<file path="src/rtl/seg_pkg.sv">
// Shared seven-segment definitions: segment bit order, hex-to-segment table and capture FSM states.
package seg_pkg;

   localparam int unsigned SEG_W  = 7;
   localparam int unsigned HEX_W  = 4;
   localparam int unsigned DIG_N  = 4;
   localparam int unsigned SLOT_W = 2;
   localparam int unsigned VAL_W  = DIG_N * HEX_W;

   // Segment positions in the internal {A..G} bus, A is the MSB
   localparam int unsigned SEG_A = 6;
   localparam int unsigned SEG_B = 5;
   localparam int unsigned SEG_C = 4;
   localparam int unsigned SEG_D = 3;
   localparam int unsigned SEG_E = 2;
   localparam int unsigned SEG_F = 1;
   localparam int unsigned SEG_G = 0;

   localparam logic [SEG_W-1:0] HEX2SEG [16] = '{
      7'b1111110, 7'b0110000, 7'b1101101, 7'b1111001,
      7'b0110011, 7'b1011011, 7'b1011111, 7'b1110000,
      7'b1111111, 7'b1111011, 7'b1110111, 7'b0011111,
      7'b1001110, 7'b0111101, 7'b1001111, 7'b1000111
   };

   typedef enum logic {
      COLLECT = 1'b0,
      PUBLISH = 1'b1
   } state_t;

endpackage

</file>
<file path="src/rtl/seg2hex.sv">
// Reverse lookup of an active-high segment pattern into a hex nibble; hit is low for unknown patterns.
module seg2hex
   import seg_pkg::*;
(
   input  logic [SEG_W-1:0] seg,
   output logic [HEX_W-1:0] hex,
   output logic             hit
);

   always_comb begin
      hex = '0;
      hit = 1'b0;
      for (int i = 0; i < 16; i++) begin
         if (seg == HEX2SEG[i]) begin
            hex = HEX_W'(i);
            hit = 1'b1;
         end
      end
   end

endmodule

</file>
<file path="src/rtl/seg_scan_capture.sv">
// Captures a scanned 4-digit seven-segment display back into a 16-bit value:
// synchronize, debounce, decode, then assemble one frame of four digits.
module seg_scan_capture
   import seg_pkg::*;
#(
   parameter int unsigned STABLE_CYCLES  = 4,
   parameter int unsigned TIMEOUT_CYCLES = 65536,
   parameter bit          EN_ACTIVE_LOW  = 1'b1,
   parameter bit          SEG_ACTIVE_LOW = 1'b1
) (
   input  logic             CLK,
   input  logic             RST,
   input  logic             DS_EN1,
   input  logic             DS_EN2,
   input  logic             DS_EN3,
   input  logic             DS_EN4,
   input  logic             DS_A,
   input  logic             DS_B,
   input  logic             DS_C,
   input  logic             DS_D,
   input  logic             DS_E,
   input  logic             DS_F,
   input  logic             DS_G,
   output logic [VAL_W-1:0] VALUE,
   output logic             VALID,
   output logic             ERR,
   output logic             LOCKED
);

   localparam int unsigned SMP_W = DIG_N + SEG_W;
   localparam int unsigned CNT_W = 8;
   localparam int unsigned TMO_W = $clog2(TIMEOUT_CYCLES + 1);

   logic [SEG_W-1:0]  raw_seg;
   logic [SMP_W-1:0]  raw, sync1, sync2, prev;
   logic [DIG_N-1:0]  en_n;
   logic [SEG_W-1:0]  seg_n;
   logic [CNT_W-1:0]  stab_cnt;
   logic              same, accept;
   logic [HEX_W-1:0]  dec_hex;
   logic              dec_hit;
   logic [SLOT_W-1:0] slot;
   logic              one_hot, none;
   logic              cls_good, cls_err;
   logic [SLOT_W-1:0] cls_slot;
   logic [HEX_W-1:0]  cls_hex;
   logic [DIG_N-1:0]  slot_bit;
   logic [TMO_W-1:0]  tmo_cnt;
   logic              tmo_hit;
   state_t            state, state_nxt;
   logic [DIG_N-1:0]  mask, mask_nxt;
   logic [VAL_W-1:0]  shadow, shadow_nxt, value_nxt;
   logic              valid_nxt, err_nxt, locked_nxt;

   always_comb begin
      raw_seg        = '0;
      raw_seg[SEG_A] = DS_A;
      raw_seg[SEG_B] = DS_B;
      raw_seg[SEG_C] = DS_C;
      raw_seg[SEG_D] = DS_D;
      raw_seg[SEG_E] = DS_E;
      raw_seg[SEG_F] = DS_F;
      raw_seg[SEG_G] = DS_G;
   end

   assign raw   = {DS_EN4, DS_EN3, DS_EN2, DS_EN1, raw_seg};
   assign en_n  = sync2[SMP_W-1:SEG_W] ^ {DIG_N{EN_ACTIVE_LOW}};
   assign seg_n = sync2[SEG_W-1:0] ^ {SEG_W{SEG_ACTIVE_LOW}};

   // Accept exactly once, on the STABLE_CYCLES-th identical sample; counter saturates to avoid re-acceptance
   assign same   = (sync2 == prev);
   assign accept = same ? (stab_cnt == CNT_W'(STABLE_CYCLES - 1)) : (STABLE_CYCLES == 1);

   always_ff @(posedge CLK or posedge RST) begin
      if (RST) begin
         sync1    <= '0;
         sync2    <= '0;
         prev     <= '0;
         stab_cnt <= '0;
      end else begin
         sync1 <= raw;
         sync2 <= sync1;
         prev  <= sync2;
         if (!same)
            stab_cnt <= CNT_W'(1);
         else if (stab_cnt != '1)
            stab_cnt <= stab_cnt + CNT_W'(1);
      end
   end

   seg2hex u_seg2hex (
      .seg (seg_n),
      .hex (dec_hex),
      .hit (dec_hit)
   );

   always_comb begin
      slot = '0;
      for (int i = 0; i < DIG_N; i++)
         if (en_n[i]) slot = SLOT_W'(i);
   end

   assign one_hot = $onehot(en_n);
   assign none    = (en_n == '0);

   // Classification stage; blanking produces neither event
   always_ff @(posedge CLK or posedge RST) begin
      if (RST) begin
         cls_good <= 1'b0;
         cls_err  <= 1'b0;
         cls_slot <= '0;
         cls_hex  <= '0;
      end else begin
         cls_good <= accept && one_hot && dec_hit;
         cls_err  <= accept && !none && !(one_hot && dec_hit);
         cls_slot <= slot;
         cls_hex  <= dec_hex;
      end
   end

   assign slot_bit = DIG_N'(1) << cls_slot;
   assign tmo_hit  = (tmo_cnt == TMO_W'(TIMEOUT_CYCLES - 1)) && !cls_good;

   always_ff @(posedge CLK or posedge RST) begin
      if (RST)
         tmo_cnt <= '0;
      else if (cls_good || tmo_hit)
         tmo_cnt <= '0;
      else
         tmo_cnt <= tmo_cnt + TMO_W'(1);
   end

   always_ff @(posedge CLK or posedge RST) begin
      if (RST) state <= COLLECT;
      else     state <= state_nxt;
   end

   always_comb begin
      state_nxt = COLLECT;
      if (state == COLLECT && cls_good && !cls_err && ((mask | slot_bit) == '1))
         state_nxt = PUBLISH;
   end

   // An error landing in the PUBLISH cycle (only possible with STABLE_CYCLES=1) drops the
   // partial frame silently so that VALID and ERR never coincide
   always_comb begin
      mask_nxt   = mask;
      shadow_nxt = shadow;
      value_nxt  = VALUE;
      valid_nxt  = 1'b0;
      err_nxt    = 1'b0;
      locked_nxt = LOCKED;
      if (state == PUBLISH) begin
         value_nxt  = shadow;
         valid_nxt  = 1'b1;
         locked_nxt = 1'b1;
         mask_nxt   = '0;
      end
      if (tmo_hit) begin
         mask_nxt   = '0;
         locked_nxt = 1'b0;
      end
      if (cls_err) begin
         mask_nxt = '0;
         err_nxt  = (state == COLLECT);
      end else if (cls_good) begin
         shadow_nxt[cls_slot*HEX_W +: HEX_W] = cls_hex;
         mask_nxt = mask_nxt | slot_bit;
      end
   end

   always_ff @(posedge CLK or posedge RST) begin
      if (RST) begin
         mask   <= '0;
         shadow <= '0;
         VALUE  <= '0;
         VALID  <= 1'b0;
         ERR    <= 1'b0;
         LOCKED <= 1'b0;
      end else begin
         mask   <= mask_nxt;
         shadow <= shadow_nxt;
         VALUE  <= value_nxt;
         VALID  <= valid_nxt;
         ERR    <= err_nxt;
         LOCKED <= locked_nxt;
      end
   end

endmodule

</file>
<file path="config.mk">
export PLATFORM = sky130hd
export DESIGN_NAME = seg_scan_capture
export DESIGN_NICKNAME = d
export VERILOG_FILES = /design/src/rtl/seg_pkg.sv /design/src/rtl/seg2hex.sv /design/src/rtl/seg_scan_capture.sv
export SDC_FILE = /design/constraint.sdc
export NUM_CORES = 1
export LEC_CHECK = 0
export BUFFER_PORTS_ARGS = -buffer_cell sky130_fd_sc_hd__clkbuf_2
export CAP_MARGIN = 20
export CORE_ASPECT_RATIO = 1.25
export CORE_MARGIN = 2
export CORE_UTILIZATION = 54
export CTS_CLUSTER_SIZE = 10
export DETAILED_ROUTE_END_ITERATION = 10
export PLACE_DENSITY = 0.79
export SLEW_MARGIN = 20
export SYNTH_ARGS = -nofsm -noshare
export SYNTH_HDL_FRONTEND = slang
export SYNTH_SLANG_ARGS = --single-unit
export TNS_END_PERCENT = 30
</file>
<file path="constraint.sdc">
create_clock -name CLK -period 3.6 [get_ports CLK]
set_input_delay 0.72 -clock CLK [delete_from_list [all_inputs] [get_ports CLK]]
set_output_delay 0.72 -clock CLK [all_outputs]
set_load 0.01 [all_outputs]
</file>
==> results.cfg <==
[clocking]
post-cts-setup-buffer-count = 0
cts_tree = done
ctsHtreeMaxLevel = 3
clkSlewWorstSetupHoldPaths_ns = 0.10
hold_buffers = 0
clk_path_buf_depth = 2
root_buffer = clkbuf_8
worstSkewPairLatency_ns = 0.38
numCtsBuffers = 9
ctsResizeCount = 0
cts_sinks = 106

[power_and_ir_drop]
clock_power_share_pct = 33.5
powerDensity_mw_per_mm2 = 409
switching_share_pct = 24.4
seq_power_share_pct = 62.4
peakVddDrop_uv = 267
p_sw_uw = 485
power.internal_uw = 1500
p_comb_share_pct = 4.1
power_leakage_uw = 0.00229

[synthesis]
synth-edff-count = 0
syn_area_sq_mm = 0.00446
ys_ff_latch = 106
ys_warn_count = 0
avgSynthCellArea_sq_um = 12.3
ys_seq_area_share_pct = 59.5
syn_nets = 391
yosys_most_used_dff = dfrtp_1
synth_cell_type_count = 53
synthCells = 363
async_flop_share_pct = 100

[floorplanning]
die-height_um = 106
rows = 37
die_area_sq_mm = 0.00900
core-area_sq_mm = 0.00815
io-pin-count = 32
initial_utilization_pct = 54.7
die_w_um = 85.3

[critical_path]
reg2reg_depth = 8
path_cells = and4_4 > nand4_4 > nor4_1 > ha_1 > nor2b_1 > nor2_1 > a22oi_1 > nor2_1
critPathRequiredTime_ns = 3.86
rr_endpoint = mask[3]$_DFF_PP0_
crit_path_max_fanout = 10
reg2reg_setup_slack_ns = 1.55
cpMaxStageDelayCell = dfrtp_1
critPathMaxStageDelay_ns = 0.42
path_common_cell = nor2_1
reg2reg_from = tmo_cnt[3]$_DFF_PP0_
path_class = reg2reg
cp-start-kind = register
setup.worst_path.end_class = register
arrival_ns = 2.32

[placement]
placed_area_sq_mm = 0.00467
dpl_worst_slack_ns = 1.56
io_buffer_count = 31
dp_hpwl_um = 4890
finalWeightedCongestion = 0.819

[timing]
timing.final.ws_setup_ns = 1.55
hold_viol_final = 0
slew_violations = 0
tightestPinTransition_ns = 0.776
rsz0062_at_grt = false
relSlewSlack_pct = 48.3
final.setup.tns_ns = 0
fin_skew_ns = 0.0142
final-setup-viol-count = 0
layout_min_cycle_time_ns = 2.05
fmax_mhz = 487
finalCritPeriodShare_pct = 57.0

[detailed_routing]
vias = 2793
totalWireLength_um = 7040
wl_per_cell_um = 14.2
viasPerCell = 5.62
route.detailed.drc = 0
dr.pass1.iters = 6
ant_nets = 0
drt_iter0_markers = 97

[global_routing]
grt_util_all_layers_pct = 17.1
first_global_vias = 2717
overflow = 0
antenna_found_initial = 0
grt_max_degree = 62
grt_pass1_wl_um = 12000

[cells_and_area]
final_common_cell = dfrtp_1
num_antenna_cells = 0
final_nets = 423
finalInstanceArea_sq_mm = 0.00485
drive_gt1_share_pct = 18.8
syn_to_final_growth_pct = 8.76
mostFrequentLayoutCells = dfrtp_1 (106), nor2_1 (35), clkbuf_2 (31), nand2_1 (27), xor2_1 (18)

[hold_path]
min-delay-start = sync1[3]$_DFF_PP0_
hold_class = reg2reg
hold_path_end = sync2[3]$_DFF_PP0_
hold_depth = 0

[run_status]
status = finished clean

[run]
maxCapViolCount = 0
-- how the worst max path moves through the flow --
stage	start	endpoint	slack, ns
2_1_floorplan	RST	ERR$_DFF_PP0_	0.09
3_3_place_gp	tmo_cnt[3]$_DFF_PP0_	mask[3]$_DFF_PP0_	1.65
3_5_place_dp	tmo_cnt[3]$_DFF_PP0_	mask[3]$_DFF_PP0_	1.56
4_1_cts	tmo_cnt[3]$_DFF_PP0_	mask[3]$_DFF_PP0_	1.55
5_1_grt	tmo_cnt[3]$_DFF_PP0_	mask[3]$_DFF_PP0_	1.37
6_report	tmo_cnt[3]$_DFF_PP0_	mask[3]$_DFF_PP0_	1.55
-- cell type report --
type,instances,area [sq um]
clock inverters,6,50.0
inverters,10,40.0
multi-input cells,235,1690
fillers,648,3300
flip-flops and latches,106,2650
clock buffers,10,128
repair buffers,33,170
well taps,97,121
-- sequential cells by signal, indices dropped and copies added, names as in the netlist, 2 cells and up --
| register | cells |
|---|---|
| sync2 | 11 |
| stab_cnt | 8 |
| mask | 4 |
| cls_hex | 4 |
| prev | 11 |
| shadow | 16 |
| sync1 | 11 |
| tmo_cnt | 17 |
| VALUE | 16 |
| cls_slot | 2 |
-- power by group through the flow --
stage	Combinational [uW]	Clock [uW]	Sequential (uW)
6_report	80.7	665	1240
5_1_grt	92.7	735	1240
4_1_cts	82.8	688	1240
3_5_place_dp	82.4	0	1260
3_3_place_gp	79.6	0	1260
2_1_floorplan	74.4	0	1250
-- metal layers --
| metal | routed length (um) | track usage, % | share of wire, % | up-vias |
|---|---|---|---|---|
| met2 | 3540 | 27.7 | 50 | 68 |
| li1 | - | - | - | 1335 |
| met5 | 0 | 0 | 0 | - |
| met4 | 209 | 10.3 | 3.0 | 0 |
| met1 | 3050 | 21.3 | 43 | 1374 |
| met3 | 240 | 2.82 | 3.4 | 16 |
-- cells in the mapped netlist (all sizes together) (2+ instances only) --
| library cell | count | area, sq um |
|---|---|---|
| and2 | 2 | 12.5 |
| or3 | 3 | 18.8 |
| o21ai | 11 | 58.8 |
| a22o | 13 | 114 |
| nand2b | 2 | 12.5 |
| nor4bb | 2 | 20.0 |
| and3b | 2 | 17.5 |
| nor2b | 6 | 45.0 |
| ha | 14 | 175 |
| xor2 | 18 | 158 |
| inv | 10 | 37.5 |
| buf | 7 | 62.6 |
| nor3 | 12 | 60.1 |
| and3 | 5 | 31.3 |
| nand2 | 27 | 101 |
| nand4 | 6 | 52.6 |
| a22oi | 5 | 42.5 |
| dfrtp | 106 | 2650 |
| nor4 | 7 | 65.1 |
| mux2i | 3 | 30.0 |
| xnor2 | 8 | 70.1 |
| nand3 | 9 | 50.1 |
| nor4b | 2 | 17.5 |
| o41ai | 3 | 26.3 |
| nor2 | 35 | 131 |
| clkbuf | 5 | 18.8 |
| mux2 | 16 | 180 |
| o31ai | 3 | 22.5 |
| a21oi | 7 | 35.0 |
-- critical path, delay by kind of cell (launching register included) --
family,cells,cell delay [ns]
fa+ha+maj,1,0.20
simple gates,6,1.10
compound gates,1,0.21
flops,1,0.42
-- kinds of logic (layout without fill, tap and decap cells) --
| family | count (synthesis) | after routing | share of synthesized area (%) |
|---|---|---|---|
| XOR/XNOR | 26 | 26 | 5.11 |
| AO/OA/AOI/OAI | 48 | 48 | 7.94 |
| flip-flops | 106 | 106 | 59.5 |
| multiplexers | 19 | 19 | 4.72 |
| adder cells (fa/ha/maj) | 15 | 15 | 4.38 |
| AND/OR/NAND/NOR | 127 | 127 | 15.7 |
| buffers and inverters | 22 | 59 | 2.67 |
-- per-stage QoR --
stage	hold slack (ns)	instances	power, uW	utilization, %
detailed placement	0.337	481	1350	57.3
global placement	0.333	481	1340	57.3
floorplan	0.331	363	1320	-
finish	0.355	497	1990	59.5
global route	0.367	497	2070	59.5
CTS	0.359	497	2010	59.5
No activity file was read; power rests on OpenSTA's default activity.
